### src/rtl/byte_striping.sv
// Transmit-side byte striper: splits one byte stream into two lanes, even-position
// bytes on stripe 0 and odd-position bytes on stripe 1, with fully registered outputs.
module byte_striping #(
    parameter int DATA_W = 8
) (
    input  logic              clk_2f,
    input  logic              reset_L,
    input  logic [DATA_W-1:0] data_in,
    input  logic              valid_in,
    input  logic              flush,
    output logic [DATA_W-1:0] data_stripe_0,
    output logic [DATA_W-1:0] data_stripe_1,
    output logic              valid_stripe_0,
    output logic              valid_stripe_1,
    output logic              pending
);

    typedef enum logic {
        EMPTY = 1'b0,
        HALF  = 1'b1
    } state_t;

    state_t            state;
    logic [DATA_W-1:0] hold;

    assign pending = (state == HALF);

    // NOTE: the hold register is reset too, so a byte held at reset can never leak out later.
    always_ff @(posedge clk_2f or negedge reset_L) begin
        if (!reset_L) begin
            state          <= EMPTY;
            hold           <= '0;
            data_stripe_0  <= '0;
            data_stripe_1  <= '0;
            valid_stripe_0 <= 1'b0;
            valid_stripe_1 <= 1'b0;
        end else begin
            valid_stripe_0 <= 1'b0;
            valid_stripe_1 <= 1'b0;
            case (state)
                EMPTY: begin
                    if (valid_in) begin
                        hold  <= data_in;
                        state <= HALF;
                    end
                end
                HALF: begin
                    // A new byte completes the pair and wins over flush.
                    if (valid_in) begin
                        data_stripe_0  <= hold;
                        data_stripe_1  <= data_in;
                        valid_stripe_0 <= 1'b1;
                        valid_stripe_1 <= 1'b1;
                        state          <= EMPTY;
                    end else if (flush) begin
                        data_stripe_0  <= hold;
                        valid_stripe_0 <= 1'b1;
                        state          <= EMPTY;
                    end
                end
                default: state <= EMPTY;
            endcase
        end
    end

endmodule

### config.mk
export PLATFORM = sky130hd
export DESIGN_NAME = byte_striping
export DESIGN_NICKNAME = d
export VERILOG_FILES = /design/src/rtl/byte_striping.sv
export SDC_FILE = /design/constraint.sdc
export NUM_CORES = 1
export LEC_CHECK = 0
export CORE_MARGIN = 2
export CORE_UTILIZATION = 45
export CTS_CLUSTER_SIZE = 16
export DETAILED_ROUTE_END_ITERATION = 10
export GPL_TIMING_DRIVEN = 0
export PLACE_DENSITY = 0.86
export SETUP_SLACK_MARGIN = 0.02
export SYNTH_ARGS = -nofsm -noshare
export SYNTH_HDL_FRONTEND = slang
export SYNTH_SLANG_ARGS = --single-unit
### constraint.sdc
create_clock -name clk_2f -period 1.3 [get_ports clk_2f]
set_input_delay 0.195 -clock clk_2f [delete_from_list [all_inputs] [get_ports clk_2f]]
set_output_delay 0.195 -clock clk_2f [all_outputs]
set_load 0.02 [all_outputs]
=== Word level (Yosys, flattened, before mapping) ===
Cells that the tools add are included.

* Reduce and logical (&&, ||, !) cells: 4
* Bitwise operators: 1
* Mux-type cells: 10

{| class="wikitable"
|+ Operators with widths
! cell !! number
|-
| $mux 8 || 2
|-
| $mux 1 || 7
|-
| $reduce_and 2->1 || 3
|-
| $pmux 1 s2 || 1
|-
| $reduce_bool 2->1 || 1
|-
| $not 1->1 || 1
|}

* Input bits: 12
* Word-level logic and storage cells: 21
* Register bits: 27
* Output and inout port bits: 19

=== Longest topological paths before layout ===
* Word-level depth: 3
* Gate-level depth with buffers: 3
* Mapped depth without buffers: 2

=== Worst setup path after synthesis ===
OpenSTA, ideal clock, no wires.

* Kind: reg-to-reg
* Start: reg state, in the netlist pending
* End: reg hold[0]
* Data required time: 1.175 ns
* Buffers on the path: 1
* Arrival time: 1.103 ns
* Stages on the path, launching flop included: 4
* Period minus slack after synthesis: 1.229 ns
* Path slack: 0.071 ns
* Setup time: 0.125 ns
* Cell sequence: dfrtp_1 -> nor2b_2 -> buf_6 -> mux2_4

* Word-level cells in the longest chain between the ends: 2

{| class="wikitable"
|+ Ends and longest elaborated chain
! element !! RTL line !! text
|-
| start, declared || 23 || <nowiki>state_t state;</nowiki>
|-
| start signal, assigned || 31 || <nowiki>state <= EMPTY;</nowiki>
|-
| start signal, assigned || 44 || <nowiki>state <= HALF;</nowiki>
|-
| start signal, assigned || 54 || <nowiki>state <= EMPTY;</nowiki>
|-
| $not 1->1 (no source line) || n/a ||
|-
| $reduce_and 2->1 (no source line) || n/a ||
|-
| end signal, assigned || 43 || <nowiki>hold <= data_in;</nowiki>
|-
| end, declared || 24 || <nowiki>logic [DATA_W-1:0] hold;</nowiki>
|}

Every way passes these cells.
A chain may end at the register's enable or synchronous reset.

=== Final worst setup path ===
* Start: in valid_in
* End: reg hold[3]

* Word-level cells in the longest chain between the ends: 1

{| class="wikitable"
|+ Ends and longest elaborated chain
! element !! RTL line !! text
|-
| start, declared || 9 || <nowiki>input logic valid_in,</nowiki>
|-
| $reduce_and 2->1 (no source line) || n/a ||
|}

Every way passes these cells.

==> Implementation_results.wiki <==
{| class="wikitable"
! Metric !! Value
|-
| TritonCTS buffer count || 3
|-
| Most common cell in the synthesized netlist || sky130_fd_sc_hd__dfrtp_1
|-
| Full die area || 0.00271 sq mm
|-
| Vias in the first global route || 612
|-
| Post-detailed-placement cell area || 0.00137 sq mm
|-
| Outcome || completed
|-
| Initial core utilization || 47.4%
|-
| Clock latency reported for the late side of the worst-skew pair || 0.31 ns
|-
| Placement Setup Slack || -0.308 ns
|-
| Number of flops mapped to enable cells by yosys || 0
|-
| Final setup violation count || 0
|-
| Kind of end point of the critical path || register
|-
| Number of library cell types mapped by synthesis || 10
|-
| Final routed wire length divided by cell count || 15.1 um
|-
| Synth top area cells || sky130_fd_sc_hd__dfrtp_1, sky130_fd_sc_hd__mux2_2, sky130_fd_sc_hd__mux2_4
|-
| Drt drc || 0
|-
| Clock tree from TritonCTS || done
|-
| Area fraction of the dominant cell type after synthesis || 65.1%
|-
| Peak ir drop on the vdd network || 0.000898 V
|-
| Headroom to the max-slew limit || 24.2%
|-
| Final cycle utilization of the critical path || 98.3%
|-
| Depth of the worst register-to-register path || 4
|-
| Hold crit path type || in -> async
|-
| Root Driver || sky130_fd_sc_hd__clkbuf_4
|-
| Count of nets left with antenna violations after detail routing || 0
|-
| Final HPWL DP || 1.20 mm
|-
| Standby leakage power || 0.666 nW
|-
| Site Rows || 17
|-
| Max FO, Critical Path || 5
|-
| Die X || 52.0 um
|-
| Net count of the mapped netlist || 71
|-
| First-pass iteration count of the detailed router || 2
|-
| Count of pins over their slew limit || 0
|-
| Total negative setup slack || 0 ns
|-
| Top cells by count, synth || sky130_fd_sc_hd__dfrtp_1, sky130_fd_sc_hd__mux2_2, sky130_fd_sc_hd__mux2_4
|-
| Fill cell count || 175
|-
| Launch point of the worst reg-to-reg path || pending$_DFF_PN0_
|-
| Total of max-cap violations || 0
|-
| Fin. Hold Viols || 0
|-
| Area of the core || 0.00219 sq mm
|-
| Average footprint of a synthesized cell || 17.6 sq um
|-
| Sequential cell area || 677 sq um
|-
| Clk buf depth || 2
|-
| Overall routed net length || 1.87 mm
|-
| Flops & latches, synth || 27
|-
| Layout Cell Area excl Fill || 0.00142 sq mm
|-
| Unrepaired setup endpoints after global routing || yes
|-
| Class of the most critical setup path || in -> reg
|-
| Area of the multi-input gates || 349 sq um
|-
| Port Buffers || 30
|-
| Number of warnings reported in the yosys synthesis log || 0
|-
| Number of clock sinks || 27
|-
| Share of the yosys chip area belonging to registers || 65.1%
|-
| Measured slew at the worst slew-check pin || 1.14 ns
|-
| Crit start category || primary input
|-
| Antenna Diode Count || 0
|-
| Fmax || 0.782 GHz
|-
| Count of routing violations after the opening detailed-route iteration || 1
|-
| Clock Skews || 0.00141 ns
|-
| Maximum number of pins on one net before global-route repair || 28
|-
| H-tree levels || 1
|-
| Cell area after technology mapping || 0.00104 sq mm
|-
| Required time worst endpoint || 1.52 ns
|-
| Setup slack of the most critical reg-to-reg path || 0.03 ns
|-
| Clock input transition at the sequential cells of the worst setup and hold paths || 0.14 ns
|-
| WP data arrival || 1.49 ns
|-
| Total global-route track usage || 14.6%
|-
| FFs w/ async S/R, synth || 100%
|-
| Weighted congestion reported at the end of routability-driven placement || 0.620
|-
| Total via count after detailed routing || 603
|-
| Overflow after GRT || 0
|-
| Top-Level Pins || 31
|-
| Number of nets in the layout || 109
|-
| Worst setup slack after layout || 0.0216 ns
|-
| Fraction of layout cells with a size suffix above 1 || 38.5%
|-
| Avg Vias per Cell || 4.86
|-
| R2r endpoint || hold[3]$_DFFE_PN0P_
|-
| Antenna violations before repair || 0
|-
| Minimum period implied by the final worst setup slack || 1.28 ns
|-
| Largest area contributor in the synthesized netlist || sky130_fd_sc_hd__dfrtp_1
|-
| Area grow syn2layout || 37.1%
|-
| CTS hold repair buffers || 0
|-
| Most common flop cell mapped by yosys || sky130_fd_sc_hd__dfrtp_1
|-
| Wire length of the first global-routing pass || 2.84 mm
|-
| Gate count of the mapped netlist || 59
|-
| Power per cell area || 1590 mW/mm^2
|-
| Die height || 52.0 um
|}
sequential cells by signal, summed over array words and instances (netlist names):
register	flops
data_stripe_0	8
data_stripe_1	8
hold	8
pending	1
valid_stripe_0	1
valid_stripe_1	1
how the worst max path moves through the flow:
stage	start	end	slack, ns
after floorplan	pending$_DFF_PN0_	hold[0]$_DFFE_PN0P_	0.07
after global placement	reset_L	data_stripe_1[7]$_DFFE_PN0P_	-0.26
after detailed placement	reset_L	data_stripe_1[7]$_DFFE_PN0P_	-0.31
after CTS	pending$_DFF_PN0_	pending	-0.02
after global routing	pending$_DFF_PN0_	hold[3]$_DFFE_PN0P_	-0.001
final	valid_in	hold[3]$_DFFE_PN0P_	0.02
metrics by stage:
step | std cells | hold WS, ns | util (%) | power [mW]
2_1_floorplan | 59 | -0.101 | - | 1.59
3_3_place_gp | 117 | 0.486 | 62.7 | 1.99
3_5_place_dp | 117 | 0.494 | 62.7 | 2.01
4_1_cts | 121 | 0.245 | 62.9 | 2.23
5_1_grt | 124 | 0.301 | 65.0 | 2.39
6_report | 124 | 0.200 | 65.0 | 2.26
critical path: stages:
cell and delay, ns:
sky130_fd_sc_hd__clkdlybuf4s50_1 0.60, sky130_fd_sc_hd__nor2b_4 0.23, sky130_fd_sc_hd__buf_6 0.16, sky130_fd_sc_hd__mux2_4 0.31
what timing repair did:
item / 4_1_cts / 5_1_grt
buffers inserted: 0 / 2
setup endpoints to repair: 19 / 9
cloned: 0 / 1
gates resized for setup: 21 / 14
final cells by class:
cell class / count / area share, %
repair buffers: 33 / 22.2
plain buffers: 1 / 0.791
clock inverters: 1 / 0.351
flip-flops and latches: 27 / 47.5
inverters: 2 / 0.527
well taps: 28 / 2.46
clock buffers: 3 / 1.58
multi-input cells: 29 / 24.5
cell usage in the layout (no fill, tap or decap), types with 2 or more instances in the layout:
cell,count
sky130_fd_sc_hd__inv_1,2
sky130_fd_sc_hd__mux2_2,16
sky130_fd_sc_hd__mux2_4,8
sky130_fd_sc_hd__clkbuf_4,3
sky130_fd_sc_hd__dlygate4sd2_1,11
sky130_fd_sc_hd__clkdlybuf4s15_1,9
sky130_fd_sc_hd__buf_6,3
sky130_fd_sc_hd__clkdlybuf4s50_1,10
sky130_fd_sc_hd__dfrtp_1,26
layer usage:
layer  share of wire [%]  global-route usage [%]  wire length [um]
met4                   0                    5.26                 0
met5                   0                       0                 0
met1                  47                    20.0               886
met2                  46                    23.0               864
met3                 6.2                    3.16               116
kinds of logic (layout without fill, tap and decap cells):
group / after synthesis / count (layout) / synth area share [%]
AND/OR/NAND/NOR: 3 / 3 / 1.81
multiplexers: 24 / 24 / 28.9
buffers and inverters: 3 / 40 / 1.81
flip-flops: 27 / 27 / 65.1
AO/OA/AOI/OAI: 2 / 2 / 2.41
power breakdown:
part | switching [mW] | internal [mW] | leakage [nW] | total, mW
clock network | 0.234 | 0.115 | 0.0177 | 0.349
registers | 0.0978 | 1.04 | 0.318 | 1.14
logic | 0.376 | 0.404 | 0.330 | 0.780
(Power assumes the default switching activity.)
